**src/rtl/uart_tx_sched.sv**
```systemverilog
// -----------------------------------------------------------------------------
// uart_tx_sched
//
// Shares a single UART transmitter between two requesters:
//   * the CPU store path, which pushes bytes fire-and-forget into a small FIFO;
//   * a monitor/debug port using a valid/ready handshake.
// The transmitter has no busy flag, so after every issued character this block
// reserves CHAR_CYCLES clocks (the GAP state) before it grants again.
//
// Ports
//   clk         system clock, rising edge
//   rst         synchronous reset, active-high
//   tx_en       1 = new grants allowed; 0 = hold once the in-flight char ends
//   cpu_we      single-cycle CPU push strobe
//   cpu_data    byte pushed with cpu_we
//   mon_valid   monitor request, held until mon_ready
//   mon_data    monitor byte, stable while mon_valid=1
//   mon_ready   one-cycle acknowledge: monitor byte taken
//   uart_wr_o   one-cycle write strobe to the transmitter
//   uart_dat_o  byte to the transmitter, held between strobes
//   fifo_count  CPU FIFO occupancy
//   cpu_full    fifo_count == DEPTH
//   cpu_ovf     sticky: a CPU push was dropped because the FIFO was full
//   busy        a character is in flight or a request is pending
// -----------------------------------------------------------------------------
module uart_tx_sched #(
    parameter int DEPTH       = 8,
    parameter int CHAR_CYCLES = 8680,
    parameter int CNT_W       = 14
) (
    input  logic                     clk,
    input  logic                     rst,
    input  logic                     tx_en,
    input  logic                     cpu_we,
    input  logic [7:0]               cpu_data,
    input  logic                     mon_valid,
    input  logic [7:0]               mon_data,
    output logic                     mon_ready,
    output logic                     uart_wr_o,
    output logic [7:0]               uart_dat_o,
    output logic [$clog2(DEPTH):0]   fifo_count,
    output logic                     cpu_full,
    output logic                     cpu_ovf,
    output logic                     busy
);

    localparam int AW = $clog2(DEPTH);

    localparam logic [1:0] ST_IDLE = 2'd0;
    localparam logic [1:0] ST_SEND = 2'd1;
    localparam logic [1:0] ST_GAP  = 2'd2;

    localparam logic GRANT_CPU = 1'b0;
    localparam logic GRANT_MON = 1'b1;

    localparam logic [AW:0]      FULL_CNT = (AW + 1)'(DEPTH);
    localparam logic [CNT_W-1:0] GAP_LOAD = CNT_W'(CHAR_CYCLES - 1);

    // -------------------------------------------------------------------------
    // State
    // -------------------------------------------------------------------------
    logic [1:0]       r_state;
    logic [CNT_W-1:0] r_cnt;
    logic             r_last_grant;
    logic             r_wr;
    logic [7:0]       r_dat;
    logic             r_mon_ready;

    logic [7:0]       r_mem [DEPTH];
    logic [AW-1:0]    r_wptr;
    logic [AW-1:0]    r_rptr;
    logic [AW:0]      r_count;
    logic             r_ovf;

    // -------------------------------------------------------------------------
    // Combinational decode
    // -------------------------------------------------------------------------
    logic       w_full;
    logic       w_cpu_req;
    logic       w_grant_cpu;
    logic       w_grant_mon;
    logic       w_start;
    logic       w_push;
    logic       w_pop;
    logic [7:0] w_head;

    always_comb begin
        w_full      = 1'b0;
        w_cpu_req   = 1'b0;
        w_grant_cpu = 1'b0;
        w_grant_mon = 1'b0;
        w_start     = 1'b0;
        w_push      = 1'b0;
        w_pop       = 1'b0;
        w_head      = r_mem[r_rptr];

        // Full is judged on the registered count only, so a pop in the same
        // cycle does not open a slot for a simultaneous push.
        w_full    = (r_count == FULL_CNT);
        w_cpu_req = (r_count != '0);

        // Round-robin on a tie: the side that did not win last time goes now.
        // A lone requester always wins.
        w_grant_cpu = w_cpu_req && (!mon_valid || (r_last_grant == GRANT_MON));
        w_grant_mon = mon_valid && (!w_cpu_req || (r_last_grant == GRANT_CPU));

        // New grants only from IDLE and only while enabled.
        w_start = (r_state == ST_IDLE) && tx_en && (w_cpu_req || mon_valid);

        w_push = cpu_we && !w_full;
        w_pop  = w_start && w_grant_cpu;
    end

    // -------------------------------------------------------------------------
    // Scheduler FSM: IDLE -> SEND (strobe) -> GAP (character time) -> IDLE
    // -------------------------------------------------------------------------
    always_ff @(posedge clk) begin
        if (rst) begin
            r_state      <= ST_IDLE;
            r_cnt        <= '0;
            r_last_grant <= GRANT_MON;
            r_wr         <= 1'b0;
            r_dat        <= 8'h00;
            r_mon_ready  <= 1'b0;
        end else begin
            case (r_state)
                ST_IDLE: begin
                    r_wr        <= 1'b0;
                    r_mon_ready <= 1'b0;
                    if (w_start) begin
                        r_state      <= ST_SEND;
                        r_wr         <= 1'b1;
                        r_dat        <= w_grant_mon ? mon_data : w_head;
                        r_mon_ready  <= w_grant_mon;
                        r_last_grant <= w_grant_mon ? GRANT_MON : GRANT_CPU;
                    end
                end

                ST_SEND: begin
                    // Monitor may still show the same request this cycle; we
                    // leave IDLE before it could be seen again.
                    r_state     <= ST_GAP;
                    r_wr        <= 1'b0;
                    r_mon_ready <= 1'b0;
                    r_cnt       <= GAP_LOAD;
                end

                ST_GAP: begin
                    if (r_cnt == '0) begin
                        r_state <= ST_IDLE;
                    end else begin
                        r_cnt <= r_cnt - CNT_W'(1);
                    end
                end

                default: begin
                    r_state     <= ST_IDLE;
                    r_wr        <= 1'b0;
                    r_mon_ready <= 1'b0;
                end
            endcase
        end
    end

    // -------------------------------------------------------------------------
    // CPU FIFO control: pointers, occupancy, overflow flag
    // -------------------------------------------------------------------------
    always_ff @(posedge clk) begin
        if (rst) begin
            r_wptr  <= '0;
            r_rptr  <= '0;
            r_count <= '0;
            r_ovf   <= 1'b0;
        end else begin
            if (w_push) begin
                r_wptr <= r_wptr + AW'(1);
            end
            if (w_pop) begin
                r_rptr <= r_rptr + AW'(1);
            end

            case ({w_push, w_pop})
                2'b10:   r_count <= r_count + (AW + 1)'(1);
                2'b01:   r_count <= r_count - (AW + 1)'(1);
                default: r_count <= r_count;
            endcase

            if (cpu_we && w_full) begin
                r_ovf <= 1'b1;
            end
        end
    end

    // FIFO storage carries data only, so it is never reset.
    always_ff @(posedge clk) begin
        if (w_push) begin
            r_mem[r_wptr] <= cpu_data;
        end
    end

    // -------------------------------------------------------------------------
    // Outputs
    // -------------------------------------------------------------------------
    assign uart_wr_o  = r_wr;
    assign uart_dat_o = r_dat;
    assign mon_ready  = r_mon_ready;
    assign fifo_count = r_count;
    assign cpu_full   = w_full;
    assign cpu_ovf    = r_ovf;
    assign busy       = (r_state != ST_IDLE) || (r_count != '0) || mon_valid;

endmodule

```
**config.mk**
```make
export PLATFORM = sky130hd
export DESIGN_NAME = uart_tx_sched
export DESIGN_NICKNAME = d
export VERILOG_FILES = /design/src/rtl/uart_tx_sched.sv
export SDC_FILE = /design/constraint.sdc
export NUM_CORES = 1
export LEC_CHECK = 0
export ABC_AREA = 0
export ABC_CLOCK_PERIOD_IN_PS = 7500
export CORE_UTILIZATION = 30
export CTS_CLUSTER_DIAMETER = 150
export DETAILED_ROUTE_END_ITERATION = 10
export SKIP_CTS_REPAIR_TIMING = 1
export SYNTH_ARGS = -nofsm -noshare
export SYNTH_HDL_FRONTEND = slang
export SYNTH_SLANG_ARGS = --single-unit
export TNS_END_PERCENT = 100
```
**constraint.sdc**
```tcl
create_clock -name clk -period 7.5 [get_ports clk]
set_clock_uncertainty 0.05 [all_clocks]
set_input_delay 0.75 -clock clk [delete_from_list [all_inputs] [get_ports clk]]
set_output_delay 0.75 -clock clk [all_outputs]
set_load 0.03 [all_outputs]
```
==> Flow_metrics.wiki <==
{| class="wikitable"
! Metric !! Value
|-
| Result of the run || completed
|-
| CTS tree || done
|-
| Number of different library cells in the post-synthesis netlist || 53
|-
| Syn-to-layout area delta || 19.4%
|-
| Antenna violations before repair || 0
|-
| Endpoint kind of the worst setup timing path || output pin
|-
| Clock latency of the later-clocked register in the worst-skew pair || around 340 ps
|-
| Finish-stage setup viols || 0
|-
| Minimum clock period || 3180 ps
|-
| Most used cell, CP || clkdlybuf4s50_1
|-
| Worst Hold Class || reg2reg
|-
| Row count || between 40 and 50
|-
| Average cell area after synthesis || about 14 um2
|-
| Most frequent cells in the layout || 64 x edfxtp_1, 41 x dfxtp_1, 37 x clkdlybuf4s50_1
|-
| Net count reported at finish || 386
|-
| Share of flip-flops with an asynchronous set or reset || 0
|-
| Antenna-violating nets left || 0
|-
| Worst setup path category || in2out
|-
| Slew headroom || 0.283
|-
| Data required, critical path || between 6000 and 7000 ps
|-
| Overflow left after global routing || 0
|-
| First-pass DRT Iterations || 4
|-
| Detailed-route vias per instance || 4.93
|-
| Total Negative Setup Slacks || 0 ps
|-
| RePlAce Congestion || 0.748
|-
| Power density over cell area || around 330 mW/mm2
|-
| Post-synth top area share || 0.434
|-
| Number of buffers inserted by port buffering || 37
|-
| Vias in the first global route || about 2600
|-
| CP max stage cell || clkdlybuf4s50_1
|-
| Layout cells sized above 1 || 0.132
|-
| Final hold slack || roughly 430 ps
|-
| Total global-route track usage || 0.123
|-
| Leakage power of the design || 1.73 nW
|-
| Routed wire length || 8.85 mm
|-
| Biggest cell delay along the critical path || around 600 ps
|-
| Cells traversed along the worst timing path || clkdlybuf4s50_1 -> or4_1 -> clkdlybuf4s50_1
|-
| Number of synthesis warnings || 0
|-
| Max rail drop VDD || approximately 0.00014 V
|-
| Worst slew pin tran || ~1100 ps
|-
| Width of the chip || 123 um
|-
| Total standard cell area after synthesis || between 0.004 and 0.005 mm2
|-
| Clock sinks || 105
|-
| Total vias in the final route || 2694
|-
| Total design power || about 1.8 mW
|-
| Number of buffers created by CTS || 9
|-
| Pin count of the biggest net entering global routing || 37
|-
| Count of flip-flops with a built-in enable after synthesis || 64
|-
| CTS clock-pin slew for the worst setup and hold paths || 70 ps
|-
| Post-synthesis sequential area ratio || 0.620
|-
| Die ar. || 0.0152 mm2
|-
| Maximum fanout count along the critical path || 7
|-
| CTS Root Cell || clkbuf_16
|-
| 1st-iter DRT viols || 187
|-
| Global-route wire length before repair || roughly 14 mm
|-
| Synthesized instance count || 321
|-
| Unrepaired setup endpoints after global routing || false
|-
| Pins over their slew limit || 0
|-
| Antenna cells || 0
|-
| Post-DR wirelength/cell || around 16 um
|-
| Maximum capacitance violations || 0
|-
| Total non-filler cell area in the finished layout || between 0.005 and 0.006 mm2
|-
| Number of H-tree levels || 3
|-
| Data arrival time of the critical path || between 2000 and 2500 ps
|-
| Most common flop cell mapped by yosys || edfxtp_1
|-
| Maximum achievable frequency || between 300 and 400 MHz
|-
| Number of top-level pins || 38
|-
| Synth Register Bits || roughly 110
|-
| Cell accounting for the most synthesized area || edfxtp_1
|-
| Drt drc || 0
|-
| Detail Placement HPWL || 5.88 mm
|-
| Biggest area contributors in the synthesized netlist || edfxtp_1 43%, dfxtp_1 19%, mux4_2 8.1%
|-
| Deepest clock path buffer count || 2
|-
| Final worst path period share || 0.425
|-
| Initial core utilization || 0.306
|-
| Synth Net Count || 349
|-
| Leading cell type in the layout, fill and taps excluded || edfxtp_1
|-
| Total placed instance area || approximately 0.0050 mm2
|-
| Core footprint || 0.0145 mm2
|-
| Kind of start point of the critical path || input pin
|-
| Height of the die || roughly 120 um
|-
| Hold violation total from the final report || 0
|}
[layer usage]
metal  track usage  share of wire  routed length [um]
met1         0.157           0.46                4030
met5             0              0                   0
met4        0.0452          0.012                 102
met3        0.0235          0.033                 292
met2         0.206           0.50                4430
[registers in the layout, indices dropped and copies added (netlist names), named ones only]
name,count
uart_dat_o,8
r_cnt,14
r_rptr,3
cpu_ovf,1
r_mem,64
uart_wr_o,1
fifo_count,4
mon_ready,1
r_wptr,3
r_last_grant,1
r_state,2
[per-stage QoR]
| stage | std cells | worst slack (ps) | util |
|---|---|---|---|
| 6_report | 547 | 4320 | 0.365 |
| 5_1_grt | 547 | 4270 | 0.365 |
| 4_1_cts | 547 | 4310 | 0.365 |
| 3_5_place_dp | 531 | 4170 | 0.345 |
| 3_3_place_gp | 531 | 4250 | 0.345 |
| 2_1_floorplan | 321 | 4760 | - |
[kinds of logic after synthesis]
group	after synthesis	share of synthesized area
xor gates and xnor gates	7	0.0139
DFF	105	0.620
buffers and inverters	22	0.0212
AOI/OAI and AO/OA	50	0.0783
muxes	27	0.107
and+or+nand+nor	103	0.140
adders and majority gates	7	0.0198
[area by class of cell]
type                       count  area, um2
clock buffer                   9        225
fill                        1359       9200
clock inverter                 7       60.1
timing repair buffer          42        408
multi-input combinational    194       1590
inverter                       6       22.5
sequential                   105       2740
tap                          184        230
[worst paths after layout]
kind	start	end	slack [ps]	depth (start not counted)
worst max-delay path	mon_valid	busy	4320	3
worst min-delay path	uart_dat_o[7]	uart_dat_o[7]	430	2
worst max register to register	fifo_count[2]	fifo_count[2]	4700	9
worst min register to register	uart_dat_o[7]	uart_dat_o[7]	430	2
[worst max-delay path: cells and delay by family]
family | cells | cell delay [ps]
AND/OR/NAND/NOR | 1 | 510
buffers and inverters | 2 | 1120
[Yosys cell counts, types with 2 or more instances]
cell and n:
a21oi_1 13, a221o_1 7, a311oi_1 2, a31oi_1 9, and3_1 2, buf_2 3, clkbuf_1 11, dfxtp_1 41
edfxtp_1 64, ha_1 7, inv_1 5, mux2i_1 10, mux4_2 16, nand2_1 10, nand2b_1 7, nand3_1 9
nand4_1 3, nand4b_1 3, nor2_1 27, nor2b_1 4, nor3_1 6, nor3b_1 2, nor4_1 2, o21ai_0 5
o21bai_1 2, o31ai_1 4, or2_2 3, or3_1 7, or4_1 5, or4b_1 4, xor2_1 6
[power by group]
part / switching, mW / internal, mW / leakage (nW)
sequential: 0.0960 / 0.688 / 0.916
combinational: 0.270 / 0.250 / 0.680
clock: 0.218 / 0.232 / 0.138
No activity file was read; power rests on OpenSTA's default activity.
